==> config.mk <==
export PLATFORM = sky130hd
export DESIGN_NAME = dual_issue_scheduler_flat
export DESIGN_NICKNAME = d
export VERILOG_FILES = /design/src/rtl/dual_issue_scheduler_if.sv /design/src/rtl/dual_issue_scheduler.sv /design/src/flat_wrapper.sv
export SDC_FILE = /design/constraint.sdc
export NUM_CORES = 1
export LEC_CHECK = 0
export CORE_MARGIN = 8
export CORE_UTILIZATION = 25
export DETAILED_ROUTE_END_ITERATION = 16
export GPL_ROUTABILITY_DRIVEN = 0
export PLACE_DENSITY = 0.6
export SLEW_MARGIN = 0
export SYNTH_ARGS = -nofsm -noshare
export SYNTH_HDL_FRONTEND = slang
export SYNTH_SLANG_ARGS = --single-unit
==> constraint.sdc <==
create_clock -name clk -period 6.7 [get_ports clk]
set_input_delay 0.67 -clock clk [delete_from_list [all_inputs] [get_ports clk]]
set_output_delay 0.67 -clock clk [all_outputs]
set_load 0.05 [all_outputs]
==> src/rtl/dual_issue_scheduler_if.sv <==
// Decoder-to-scheduler pair handshake, issue lanes, flush and load writeback.
// master drives decode/flush/writeback/issue-ready; slave is the scheduler.
interface dual_issue_scheduler_if #(
    parameter int unsigned RS = 5,
    parameter int unsigned RD = 5
);
    logic                   in_valid;
    logic                   in_ready;
    logic [1:0][4:0]        in_op_code;
    logic [1:0][3:0]        in_sub_op_code;
    logic [1:0][RS-1:0]     in_rs1;
    logic [1:0][RS-1:0]     in_rs2;
    logic [1:0][RD-1:0]     in_rd;
    logic [1:0][31:0]       in_imm;

    logic [1:0]             iss_valid;
    logic                   iss_ready;
    logic [1:0][4:0]        iss_op_code;
    logic [1:0][3:0]        iss_sub_op_code;
    logic [1:0][RS-1:0]     iss_rs1;
    logic [1:0][RS-1:0]     iss_rs2;
    logic [1:0][RD-1:0]     iss_rd;
    logic [1:0][31:0]       iss_imm;

    logic                   flush;
    logic                   wb_valid;
    logic [RD-1:0]          wb_rd;

    modport master (
        output in_valid, in_op_code, in_sub_op_code, in_rs1, in_rs2, in_rd, in_imm,
        output iss_ready, flush, wb_valid, wb_rd,
        input  in_ready, iss_valid, iss_op_code, iss_sub_op_code, iss_rs1, iss_rs2,
        input  iss_rd, iss_imm
    );

    modport slave (
        input  in_valid, in_op_code, in_sub_op_code, in_rs1, in_rs2, in_rd, in_imm,
        input  iss_ready, flush, wb_valid, wb_rd,
        output in_ready, iss_valid, iss_op_code, iss_sub_op_code, iss_rs1, iss_rs2,
        output iss_rd, iss_imm
    );
endinterface

==> src/rtl/dual_issue_scheduler.sv <==
// Dual-issue scheduler: issues a decoded pair together or splits it on hazards.
// Optional load-use scoreboard enabled by `define DUAL_ISSUE_SCOREBOARD_EN.
module dual_issue_scheduler #(
    parameter int unsigned RS = 5,
    parameter int unsigned RD = 5
) (
    input logic                   clk,
    input logic                   rst_n,
    dual_issue_scheduler_if.slave bus
);

    typedef enum logic [1:0] {StEmpty, StPair, StSingle} state_e;

    typedef struct packed {
        logic [4:0]    op;
        logic [3:0]    sub;
        logic [RS-1:0] rs1;
        logic [RS-1:0] rs2;
        logic [RD-1:0] rd;
        logic [31:0]   imm;
    } entry_t;

    function automatic logic is_mem(input logic [4:0] op);
        return (op == 5'b00000) || (op == 5'b01000);
    endfunction

    function automatic logic is_ctrl(input logic [4:0] op);
        return (op == 5'b11011) || (op == 5'b11001) || (op == 5'b11000);
    endfunction

    state_e     state_q, state_d;
    entry_t     h0_q, h0_d, h1_q, h1_d;
    entry_t     in0, in1, lane0, lane1;
    logic [1:0] iss_valid;
    logic       fire, drain, in_ready, accept, split;
    logic       h0_busy, h1_busy, lock;

    assign in0 = '{op: bus.in_op_code[0], sub: bus.in_sub_op_code[0], rs1: bus.in_rs1[0],
                   rs2: bus.in_rs2[0], rd: bus.in_rd[0], imm: bus.in_imm[0]};
    assign in1 = '{op: bus.in_op_code[1], sub: bus.in_sub_op_code[1], rs1: bus.in_rs1[1],
                   rs2: bus.in_rs2[1], rd: bus.in_rd[1], imm: bus.in_imm[1]};

`ifdef DUAL_ISSUE_SCOREBOARD_EN
    logic [31:0] busy_q, busy_d, set_vec, clr_vec;
    logic        lock_q, lock_d;

    assign h0_busy = (h0_q.rs1 != '0 && busy_q[h0_q.rs1]) || (h0_q.rs2 != '0 && busy_q[h0_q.rs2]);
    assign h1_busy = (h1_q.rs1 != '0 && busy_q[h1_q.rs1]) || (h1_q.rs2 != '0 && busy_q[h1_q.rs2]);
    assign lock    = lock_q;

    always_comb begin
        set_vec = '0;
        clr_vec = '0;
        if (fire && !bus.flush) begin
            if (lane0.op == 5'b00000 && lane0.rd != '0) set_vec[lane0.rd] = 1'b1;
            if (iss_valid[1] && lane1.op == 5'b00000 && lane1.rd != '0) set_vec[lane1.rd] = 1'b1;
        end
        if (bus.wb_valid) clr_vec[bus.wb_rd] = 1'b1;
        // A load firing beats a writeback to the same register; r0 is never busy.
        busy_d = ((busy_q & ~clr_vec) | set_vec) & ~32'd1;
        // Once a split is offered it stays split until it fires, so lane 1 cannot
        // appear mid-stall when the H1 source clears.
        lock_d = (state_q == StPair) && (iss_valid == 2'b01) && !bus.iss_ready && !bus.flush;
    end

    always_ff @(posedge clk or negedge rst_n) begin
        if (!rst_n) begin
            busy_q <= '0;
            lock_q <= 1'b0;
        end else begin
            busy_q <= busy_d;
            lock_q <= lock_d;
        end
    end
`else
    logic unused_wb;
    assign unused_wb = bus.wb_valid ^ (^bus.wb_rd);
    assign h0_busy   = 1'b0;
    assign h1_busy   = 1'b0;
    assign lock      = 1'b0;
`endif

    assign split = (h0_q.rd != '0 && (h1_q.rs1 == h0_q.rd || h1_q.rs2 == h0_q.rd)) ||
                   (is_mem(h0_q.op) && is_mem(h1_q.op)) || is_ctrl(h0_q.op) || h1_busy || lock;

    always_comb begin
        iss_valid = 2'b00;
        unique case (state_q)
            StPair:   if (!h0_busy) iss_valid = split ? 2'b01 : 2'b11;
            StSingle: if (!h0_busy) iss_valid = 2'b01;
            default:  ;
        endcase
    end

    assign fire     = iss_valid[0] && bus.iss_ready;
    assign drain    = fire && (iss_valid[1] || state_q == StSingle);
    assign in_ready = !bus.flush && (state_q == StEmpty || drain);
    assign accept   = bus.in_valid && in_ready;

    always_comb begin
        state_d = state_q;
        h0_d    = h0_q;
        h1_d    = h1_q;
        if (bus.flush) begin
            state_d = StEmpty;
        end else if (accept) begin
            state_d = StPair;
            h0_d    = in0;
            h1_d    = in1;
        end else if (fire) begin
            if (state_q == StPair && !iss_valid[1]) begin
                state_d = StSingle;
                h0_d    = h1_q;
            end else begin
                state_d = StEmpty;
            end
        end
    end

    always_ff @(posedge clk or negedge rst_n) begin
        if (!rst_n) begin
            state_q <= StEmpty;
            h0_q    <= '0;
            h1_q    <= '0;
        end else begin
            state_q <= state_d;
            h0_q    <= h0_d;
            h1_q    <= h1_d;
        end
    end

    assign lane0 = iss_valid[0] ? h0_q : '0;
    assign lane1 = iss_valid[1] ? h1_q : '0;

    assign bus.in_ready        = in_ready;
    assign bus.iss_valid       = iss_valid;
    assign bus.iss_op_code     = {lane1.op, lane0.op};
    assign bus.iss_sub_op_code = {lane1.sub, lane0.sub};
    assign bus.iss_rs1         = {lane1.rs1, lane0.rs1};
    assign bus.iss_rs2         = {lane1.rs2, lane0.rs2};
    assign bus.iss_rd          = {lane1.rd, lane0.rd};
    assign bus.iss_imm         = {lane1.imm, lane0.imm};

endmodule

==> src/flat_wrapper.sv <==
// flat-port wrapper written by rule: the top's interface ports become plain ports
module dual_issue_scheduler_flat 
#(
    parameter int unsigned RS = 5,
    parameter int unsigned RD = 5
)
  (clk, rst_n, bus_in_valid, bus_in_op_code, bus_in_sub_op_code, bus_in_rs1, bus_in_rs2, bus_in_rd, bus_in_imm, bus_iss_ready, bus_flush, bus_wb_valid, bus_wb_rd, bus_in_ready, bus_iss_valid, bus_iss_op_code, bus_iss_sub_op_code, bus_iss_rs1, bus_iss_rs2, bus_iss_rd, bus_iss_imm);
  dual_issue_scheduler_if #(.RS(RS), .RD(RD)) bus_i ();
  input logic clk;
  input logic rst_n;
  input wire logic [$bits(bus_i.in_valid)-1:0] bus_in_valid;
  input wire logic [$bits(bus_i.in_op_code)-1:0] bus_in_op_code;
  input wire logic [$bits(bus_i.in_sub_op_code)-1:0] bus_in_sub_op_code;
  input wire logic [$bits(bus_i.in_rs1)-1:0] bus_in_rs1;
  input wire logic [$bits(bus_i.in_rs2)-1:0] bus_in_rs2;
  input wire logic [$bits(bus_i.in_rd)-1:0] bus_in_rd;
  input wire logic [$bits(bus_i.in_imm)-1:0] bus_in_imm;
  input wire logic [$bits(bus_i.iss_ready)-1:0] bus_iss_ready;
  input wire logic [$bits(bus_i.flush)-1:0] bus_flush;
  input wire logic [$bits(bus_i.wb_valid)-1:0] bus_wb_valid;
  input wire logic [$bits(bus_i.wb_rd)-1:0] bus_wb_rd;
  output wire logic [$bits(bus_i.in_ready)-1:0] bus_in_ready;
  output wire logic [$bits(bus_i.iss_valid)-1:0] bus_iss_valid;
  output wire logic [$bits(bus_i.iss_op_code)-1:0] bus_iss_op_code;
  output wire logic [$bits(bus_i.iss_sub_op_code)-1:0] bus_iss_sub_op_code;
  output wire logic [$bits(bus_i.iss_rs1)-1:0] bus_iss_rs1;
  output wire logic [$bits(bus_i.iss_rs2)-1:0] bus_iss_rs2;
  output wire logic [$bits(bus_i.iss_rd)-1:0] bus_iss_rd;
  output wire logic [$bits(bus_i.iss_imm)-1:0] bus_iss_imm;
  assign bus_i.in_valid = bus_in_valid;
  assign bus_i.in_op_code = bus_in_op_code;
  assign bus_i.in_sub_op_code = bus_in_sub_op_code;
  assign bus_i.in_rs1 = bus_in_rs1;
  assign bus_i.in_rs2 = bus_in_rs2;
  assign bus_i.in_rd = bus_in_rd;
  assign bus_i.in_imm = bus_in_imm;
  assign bus_i.iss_ready = bus_iss_ready;
  assign bus_i.flush = bus_flush;
  assign bus_i.wb_valid = bus_wb_valid;
  assign bus_i.wb_rd = bus_wb_rd;
  assign bus_in_ready = bus_i.in_ready;
  assign bus_iss_valid = bus_i.iss_valid;
  assign bus_iss_op_code = bus_i.iss_op_code;
  assign bus_iss_sub_op_code = bus_i.iss_sub_op_code;
  assign bus_iss_rs1 = bus_i.iss_rs1;
  assign bus_iss_rs2 = bus_i.iss_rs2;
  assign bus_iss_rd = bus_i.iss_rd;
  assign bus_iss_imm = bus_i.iss_imm;
  dual_issue_scheduler #(.RS(RS), .RD(RD)) u_core (.clk(clk), .rst_n(rst_n), .bus(bus_i));
endmodule
==> results.toml, run 1 <==
[synthesis]
synth_xor_area_frac = 0.0147
syn_inst = 467
ys_ff_latch = 114
synth.avg_cell_area_sq_um = 12.7
ys.flop_type = "dfrtp_1"
synth.area.top_cells = "dfrtp_1 48%, mux2_2 21%, and2_1 12%, mux2_1 11%, buf_6 1.3%"
yosys-mux-area-fraction = 0.318
yosysUniqueCellTypes = 26
yosys-top-cells-count = "114 x dfrtp_1, 112 x and2_1, 110 x mux2_2, 58 x mux2_1, 14 x clkbuf_1"
synth-seq-area-share = 0.480
synthSimpleGateAreaFrac = 0.132
synth_compound_area_frac = 0.0135
syn_nets = 593
synth_top_family_by_area = "multiplexers"
syn-cell-area_sq_um = 5940
yosys.area.top_type_share = 0.480
yosysWarnings = 0
yosysMostFrequentCell = "dfrtp_1"
synth_fa_ha_area_frac = 0.00631
synth_edf_count = 0
yosysTopAreaCell = "dfrtp_1"
async_flop_share = 1.00

[power]
powerDensity_nw_per_um2 = 361
leakagePower_uw = 0.00364
ir_drop_v = 0.000219
power_uw = 3300

[sta]
worst_pin_slew_ps = 953
rsz0062_at_grt = "false"
final_hold_viol_count = 0
timing.fmax_ghz = 0.244
slew_violations = 0
skew_ps = 10.2
fin_crit_sh = 0.612
fin_setup_tns_ps = 0
setup-violations-final = 0
period_needed_ps = 4100
slew_headroom = 0.364

[flow_run]
cap_violations = 0

[finish]
fillers = 2346
final_nets = 818
fin_util = 0.391
regArea_sq_um = 2850
finalNonFillerCells = 1024
diodes = 0
layout-drive-gt1-share = 0.214
multi_input_area_sq_um = 2900
area_growth_pct = 54.0

[worst_setup_path]
worstPathRequired_ps = 6030
reg2reg_slack_ps = 3290
startpoint_type = "flop"
cp-end-kind = "output port"
rr_startpoint = "u_core.state_q[1]"
cp_max_fo = 31
r2r_cells = 8
r2r-end = "u_core.h0_q[9]"
critical_path_class = "reg -> out"
arrival_ps = 3430

[clocking]
clk-insertion-delay-late_ps = 410
clkSinkCount = 114
clkTransAtPathRegs_ps = 60
cts_root_buffer = "clkbuf_16"
cts_max_level = 4
post_cts_buffers = 0
post_cts_resized = 0
cts_tree = "yes"
ctsHoldBuffers = 0
cts_buffers = 17
cts_buffer_depth = 2

[global_routing]
grtUsageTotal = 0.124
overflow = 0
grt_pass1_vias = 4739
grt_pass1_wl_microns = 27600
grt_max_degree = 68
grt_antenna_before_repair = 1

[run_status]
outcome = "complete, no violations"

[drt]
drc = 0
firstDrtPassIters = 3
drtIter0Drc = 149
num_vias = 4358
ant_nets = 0
avgViaCountPerCell = 4.26
avgRoutedWirePerCell_microns = 17.6
routed_wl_microns = 18000

[place]
port_buffers = 231
hpwl_microns = 12200
place_inst = 992

[floorplanning]
core_area_sq_um = 23400
die_h_microns = 170
dieArea_sq_um = 29000
dieWidth_microns = 170
pin_count = 238
start_util = 0.254
fp-row-count = 56

[worst_hold_path]
min_path_type = "in -> async"
-- worst max-delay path by stage --
stage                                 start                 end  slack [ps]
final                     u_core.state_q[1]  bus_iss_op_code[9]        2600
after global routing        u_core.h0_q[33]       bus_iss_rd[7]        2320
after CTS                   u_core.h0_q[33]       bus_iss_rd[7]        2460
after detailed placement    u_core.h0_q[33]       bus_iss_rd[7]        2930
after global placement      u_core.h0_q[33]       bus_iss_rd[7]        2910
after floorplan           u_core.state_q[0]        bus_in_ready        3320
-- power breakdown --
group / internal, uW / total (uW) / switching, uW
combinational: 576 / 1250 / 671
sequential: 925 / 1080 / 158
clock: 650 / 975 / 326
total: 2150 / 3300 / 1150
-- layout make-up --
| cell class | count | share of cell area |
|---|---|---|
| repair buffers | 237 | 0.257 |
| well taps | 319 | 0.0436 |
| clock inverters | 10 | 0.0170 |
| multi-input cells | 318 | 0.317 |
| clock buffers | 22 | 0.0518 |
| flip-flops and latches | 114 | 0.312 |
| inverters | 4 | 0.00164 |
-- per-layer routing --
layer | vias to the layer above | wire, microns | global-route usage
met4 | 2 | 142 | 0.0290
met5 | - | 11 | 0
met1 | 2140 | 7730 | 0.145
met2 | 154 | 8400 | 0.201
li1 | 2053 | - | -
met3 | 9 | 1700 | 0.0595
-- metrics by stage --
step,area [sq um],worst slack [ps],hold slack [ps]
floorplan,5940,3320,374
global placement,8520,2910,496
detailed placement,8520,2930,496
CTS,9150,2460,425
global route,9150,2320,436
finish,9150,2600,384
-- sequential cells by signal (all words and copies together), names as in the netlist --
name            flops
u_core.h0_q        56
u_core.state_q      2
u_core.h1_q        56
-- cell usage in the layout (no fill, tap or decap), types with 2 or more instances in the layout --
master / n
nor2b_1: 2
clkbuf_8: 3
nor3_1: 3
a21oi_1: 3
and2_1: 112
clkbuf_16: 17
mux2_2: 110
inv_1: 4
bufinv_16: 4
nand4_1: 3
ha_1: 2
mux2_1: 58
xor2_1: 6
clkinvlp_4: 2
buf_4: 7
clkdlybuf4s50_1: 230
nor2_1: 2
clkbuf_1: 2
nand2_1: 3
dfrtp_1: 114
xnor2_1: 4
clkinv_2: 4
-- cells by family after synthesis --
group	Yosys count
flops	114
simple gates	128
compound gates	9
fa+ha+maj	3
buf+inv	35
xor+xnor	10
mux	168
-- critical path: stages (launching register included) --
cell and delay (ps):
dfrtp_1 360, inv_1 70, ha_2 330, o311a_1 210, and3_2 610, buf_4 410
and2_1 180, clkdlybuf4s50_1 840
Power figures use the tool's default switching activity.
==> inputs of run 2 (changes only) <==
==> constraint.sdc (replaced) <==
create_clock -name clk -period 4.2 [get_ports clk]
set_input_delay 0.42 -clock clk [delete_from_list [all_inputs] [get_ports clk]]
set_output_delay 0.42 -clock clk [all_outputs]
set_load 0.05 [all_outputs]
==> results.toml, run 2 (synthesis results as in run 1) <==
[floorplanning]
die_h_microns = 170
pin_count = 238
start_util = 0.254
dieArea_sq_um = 29000
dieWidth_microns = 170
core_area_sq_um = 23400
fp-row-count = 56

[drt]
routed_wl_microns = 17800
ant_nets = 0
avgViaCountPerCell = 4.25
drtIter0Drc = 147
firstDrtPassIters = 4
num_vias = 4361
drc = 0
avgRoutedWirePerCell_microns = 17.4

[global_routing]
grtUsageTotal = 0.125
use_met2 = 0.198
met1_usage = 0.149
grt_antenna_before_repair = 1
grt_max_degree = 75
grt_pass1_vias = 4647
grt_pass1_wl_microns = 27600
grt_util_met3 = 0.0558
overflow = 0
top_usage_layer = "met2"

[worst_setup_path]
critical_path_class = "reg -> out"
crit_path_max_incr_delay_ps = 840
startpoint_type = "flop"
cp_max_fo = 35
worst_path_max_delay_cell = "clkdlybuf4s50_1"
reg2reg_slack_ps = 1050
cp-end-kind = "output port"
arrival_ps = 3260
rr_startpoint = "u_core.h0_q[55]"
worstPathCellList = "inv_1 -> ha_2 -> o311a_1 -> and3_2 -> buf_12 -> and2_1 -> clkdlybuf4s50_1"
r2r-end = "u_core.h1_q[43]"
worstPathRequired_ps = 3780
r2r_cells = 8

[sta]
fin_setup_tns_ps = 0
worst_pin_slew_ps = 878
period_needed_ps = 3680
timing.fmax_ghz = 0.272
rsz0062_at_grt = "false"
fin_crit_sh = 0.877
timing.hold.ws_ps = 104
slew_headroom = 0.415
final_hold_viol_count = 0
setup-violations-final = 0
skew_ps = 9.69
slew_violations = 0

[clocking]
cts_tree = "yes"
clkTransAtPathRegs_ps = 60
ctsHoldBuffers = 0
cts_max_level = 4
cts_root_buffer = "clkbuf_16"
clk-insertion-delay-late_ps = 410
cts_buffer_depth = 2
cts_buffers = 17
post_cts_resized = 0
clkSinkCount = 114
post_cts_buffers = 0

[finish]
layout_commonest_cell = "clkdlybuf4s50_1"
layout_common_cells = "229 x clkdlybuf4s50_1, 114 x dfrtp_1, 112 x and2_1, 110 x mux2_2, 58 x mux2_1"
layout-drive-gt1-share = 0.217
diodes = 0
finalNonFillerCells = 1025
largestRegisters = "u_core.h0_q (56), u_core.h1_q (56), u_core.state_q (2)"
regArea_sq_um = 2850
fillers = 2316
area_growth_pct = 54.6
multi_input_area_sq_um = 2900
final_nets = 819

[power]
ir_drop_v = 0.000266
powerDensity_nw_per_um2 = 571
leakagePower_uw = 0.00365
power_uw = 5250

[place]
hpwl_microns = 12400
place_inst = 993
port_buffers = 231

[worst_hold_path]
min_path_type = "in -> async"

[run_status]
outcome = "complete, no violations"

[flow_run]
cap_violations = 0
-- run 2: cell count changes in the layout (fill, tap and decap cells not counted), sizes merged --
| cell | delta |
|---|---|
| buf | +2 |
| bufinv | -1 |
| clkbuf | +2 |
| clkdlybuf4s50 | -1 |
| clkinv | -1 |
-- run 2: critical path: cells and delay by family, from the launching register on --
family / cells / cell delay [ps]
flops: 1 / 360
fa+ha+maj: 1 / 330
simple gates: 2 / 710
compound gates: 1 / 250
buf+inv: 3 / 1180
-- run 2: layout make-up --
cell class / instances / share of cell area
Clock buffer: 24 / 0.0546
Inverter: 4 / 0.00163
Timing Repair Buffer: 238 / 0.261
Multi-Input combinational cell: 318 / 0.316
Sequential cell: 114 / 0.310
Clock inverter: 8 / 0.0135
Tap cell: 319 / 0.0434
-- run 2: where the power goes --
group          internal [uW]  leakage, uW  total [uW]  switching [uW]
combinational            925      0.00201        2000            1070
sequential              1480      0.00134        1720             248
clock                   1010     0.000302        1530             522
total                   3410      0.00365        5250            1840
-- run 2: stage by stage --
| step | util | setup slack, ps | area [sq um] |
|---|---|---|---|
| after global placement | 0.366 | 895 | 8570 |
| after global routing | 0.393 | 298 | 9190 |
| after detailed placement | 0.366 | 898 | 8570 |
| final | 0.393 | 517 | 9190 |
| after CTS | 0.393 | 436 | 9190 |
| after floorplan | - | 1070 | 5940 |
-- run 2: how the worst max path moves through the flow --
stage,startpoint,to,cells past startpoint
final,u_core.state_q[1],bus_iss_op_code[9],7
after global routing,u_core.state_q[1],bus_iss_op_code[9],7
after CTS,u_core.state_q[1],bus_iss_op_code[9],7
after detailed placement,u_core.state_q[1],bus_iss_op_code[9],7
after global placement,u_core.state_q[1],bus_iss_op_code[9],7
after floorplan,u_core.state_q[0],bus_in_ready,8
-- run 2: metal layers --
layer | vias to the layer above | wire [microns]
met5 | - | 17
met2 | 154 | 8220
met1 | 2134 | 7770
met4 | 2 | 192
li1 | 2055 | -
met3 | 16 | 1620
==> inputs of run 3 (changes only) <==
--- a/config.mk
+++ b/config.mk
@@ -5,10 +5,13 @@
 export SDC_FILE = /design/constraint.sdc
 export NUM_CORES = 1
 export LEC_CHECK = 0
+export ABC_AREA = 1
 export CORE_MARGIN = 8
 export CORE_UTILIZATION = 25
+export CTS_BUF_LIST = sky130_fd_sc_hd__clkbuf_4
 export DETAILED_ROUTE_END_ITERATION = 16
 export GPL_ROUTABILITY_DRIVEN = 0
+export HOLD_SLACK_MARGIN = 0.12
 export PLACE_DENSITY = 0.6
 export SLEW_MARGIN = 0
 export SYNTH_ARGS = -nofsm -noshare
==> results.toml, run 3 <==
[sta]
worst_pin_slew_ps = 901
setup-violations-final = 0
slew_headroom = 0.399
slew_violations = 0
fin_crit_sh = 0.835
final_hold_viol_count = 0
fin_ws_ps = 695
timing.fmax_ghz = 0.285
period_needed_ps = 3510
fin_setup_tns_ps = 0
rsz0062_at_grt = "false"
skew_ps = 24.8

[global_routing]
grt_antenna_before_repair = 0
grt_pass1_vias = 6309
grt_pass1_wl_microns = 36100
overflow = 0
grt_util_met3 = 0.0571
grt_max_degree = 66
grtUsageTotal = 0.150
met1_usage = 0.189
use_met2 = 0.242
top_usage_layer = "met2"

[synthesis]
syn_nets = 997
yosysWarnings = 0
ys.flop_type = "dfrtp_1"
yosys.area.top_type_share = 0.460
synth.area.top_cells = "dfrtp_1 46%, nand3_1 16%, nand2_1 15%, inv_1 7.5%, nor2_1 4.8%"
syn_inst = 871
yosys-top-cells-count = "240 x nand2_1, 199 x nand3_1, 124 x inv_1, 114 x dfrtp_1, 79 x nor2_1"
synth-seq-area-share = 0.460
syn-cell-area_sq_um = 6200
synth_edf_count = 0
yosysMostFrequentCell = "nand2_1"
synth.avg_cell_area_sq_um = 7.12
yosysUniqueCellTypes = 23
yosysTopAreaCell = "dfrtp_1"
ys_ff_latch = 114
async_flop_share = 1.00

[power]
power_uw = 4080
powerDensity_nw_per_um2 = 456
ir_drop_v = 0.000150
leakagePower_uw = 0.00478

[clocking]
cts_tree = "yes"
clkTransAtPathRegs_ps = 100
ctsHoldBuffers = 1
post_cts_resized = 0
clk-insertion-delay-late_ps = 510
cts_max_level = 4
post_cts_buffers = 0
cts_buffer_depth = 2
cts_root_buffer = "clkbuf_4"
cts_buffers = 17
clkSinkCount = 114

[floorplanning]
dieArea_sq_um = 30100
start_util = 0.255
fp-row-count = 57
core_area_sq_um = 24300
dieWidth_microns = 173
pin_count = 238
die_h_microns = 173

[worst_setup_path]
crit_path_max_incr_delay_ps = 800
critical_path_class = "reg -> out"
worstPathCellList = "inv_1 -> ha_2 -> buf_4 -> nand3_1 -> nor2_1 -> nand2_2 -> buf_4 -> inv_1 -> clkdlybuf4s50_1"
cp_max_fo = 32
worstPathRequired_ps = 3780
cp-end-kind = "output port"
arrival_ps = 3090
startpoint_type = "flop"
worst_path_max_delay_cell = "clkdlybuf4s50_1"
r2r_cells = 15

[place]
pre_cts_ws_ps = 991
port_buffers = 231
hpwl_microns = 15800
place_inst = 1381

[run_status]
outcome = "complete, no violations"

[drt]
ant_nets = 0
routed_wl_microns = 22800
drc = 0
num_vias = 6305
avgRoutedWirePerCell_microns = 16.1
drtIter0Drc = 429
firstDrtPassIters = 5
avgViaCountPerCell = 4.46

[finish]
layout_common_cells = "240 x nand2_1, 199 x nand3_1, 172 x clkdlybuf4s50_1, 124 x inv_1, 114 x dfrtp_1"
fillers = 2631
diodes = 0
layout_commonest_cell = "nand2_1"
multi_input_area_sq_um = 2550
largestRegisters = "u_core.h0_q (56), u_core.h1_q (56), u_core.state_q (2)"
final_nets = 1203
layout-drive-gt1-share = 0.107
regArea_sq_um = 2850
finalNonFillerCells = 1414
fin_util = 0.367
area_growth_pct = 44.2

[worst_hold_path]
min_path_type = "in -> async"

[flow_run]
cap_violations = 0
## run 3: changes by cell type in the layout (fill, tap and decap cells not counted), sizes merged, moves of 4 or more
cell / before / now
nand2: 3 / 245
nand3: 0 / 200
mux2: 168 / 0
inv: 4 / 129
and2: 112 / 0
nor2: 2 / 79
buf: 9 / 74
clkdlybuf4s50: 229 / 172
nand4: 3 / 22
a21oi: 3 / 15
xor2: 6 / 0
clkbuf: 24 / 20
## run 3: metal layers
layer  vias to the layer above  part of all wire
met2                       187              0.47
met4                         0            0.0024
met3                         4             0.085
met5                         -                 0
li1                       3138                 -
met1                      2976              0.44
## run 3: worst paths after layout
path | startpoint | endpoint | slack, ps
worst max-delay path | u_core.state_q[1] | bus_iss_valid[1] | 690
min in group clk | bus_in_imm[34] | u_core.h1_q[2] | 450
worst min-delay path | rst_n | u_core.h1_q[5] | 230
worst max register to register | u_core.state_q[1] | u_core.h0_q[23] | 1030
max in group asynchronous | rst_n | u_core.h1_q[39] | 2910
worst min register to register | u_core.h0_q[9] | u_core.h0_q[9] | 490
## run 3: critical path, delay by kind of cell (launching register included)
family | cells | cell delay, ps
buffers and inverters | 5 | 1530
DFF | 1 | 390
and+or+nand+nor | 3 | 330
adders and majority gates | 1 | 320
## run 3: cell families (layout without fill, tap and decap cells)
group           count (synthesis)  count (layout)  share of synthesized area
xor+xnor                        2               2                    0.00283
buf+inv                       189             408                      0.128
fa+ha+maj                       3               3                    0.00606
simple gates                  547             547                      0.387
compound gates                 16              16                     0.0151
flops                         114             114                      0.460
## run 3: stage by stage
step                cell area, sq um  hold WS (ps)
floorplan                       6200           124
global placement                8590           207
detailed placement              8590           208
CTS                             8930           143
global route                    8930           139
finish                          8930           230
## run 3: layout make-up
class,count,share of cell area
well taps,324,0.0454
multi-input cells,568,0.286
clock buffers,20,0.0168
repair buffers,247,0.257
flip-flops and latches,114,0.319
clock inverters,12,0.0210
inverters,129,0.0545
## run 3: power by group
group          leakage (uW)  switching (uW)  internal (uW)
registers           0.00140             217           1370
logic               0.00320             965            525
clock network      0.000179             450            546
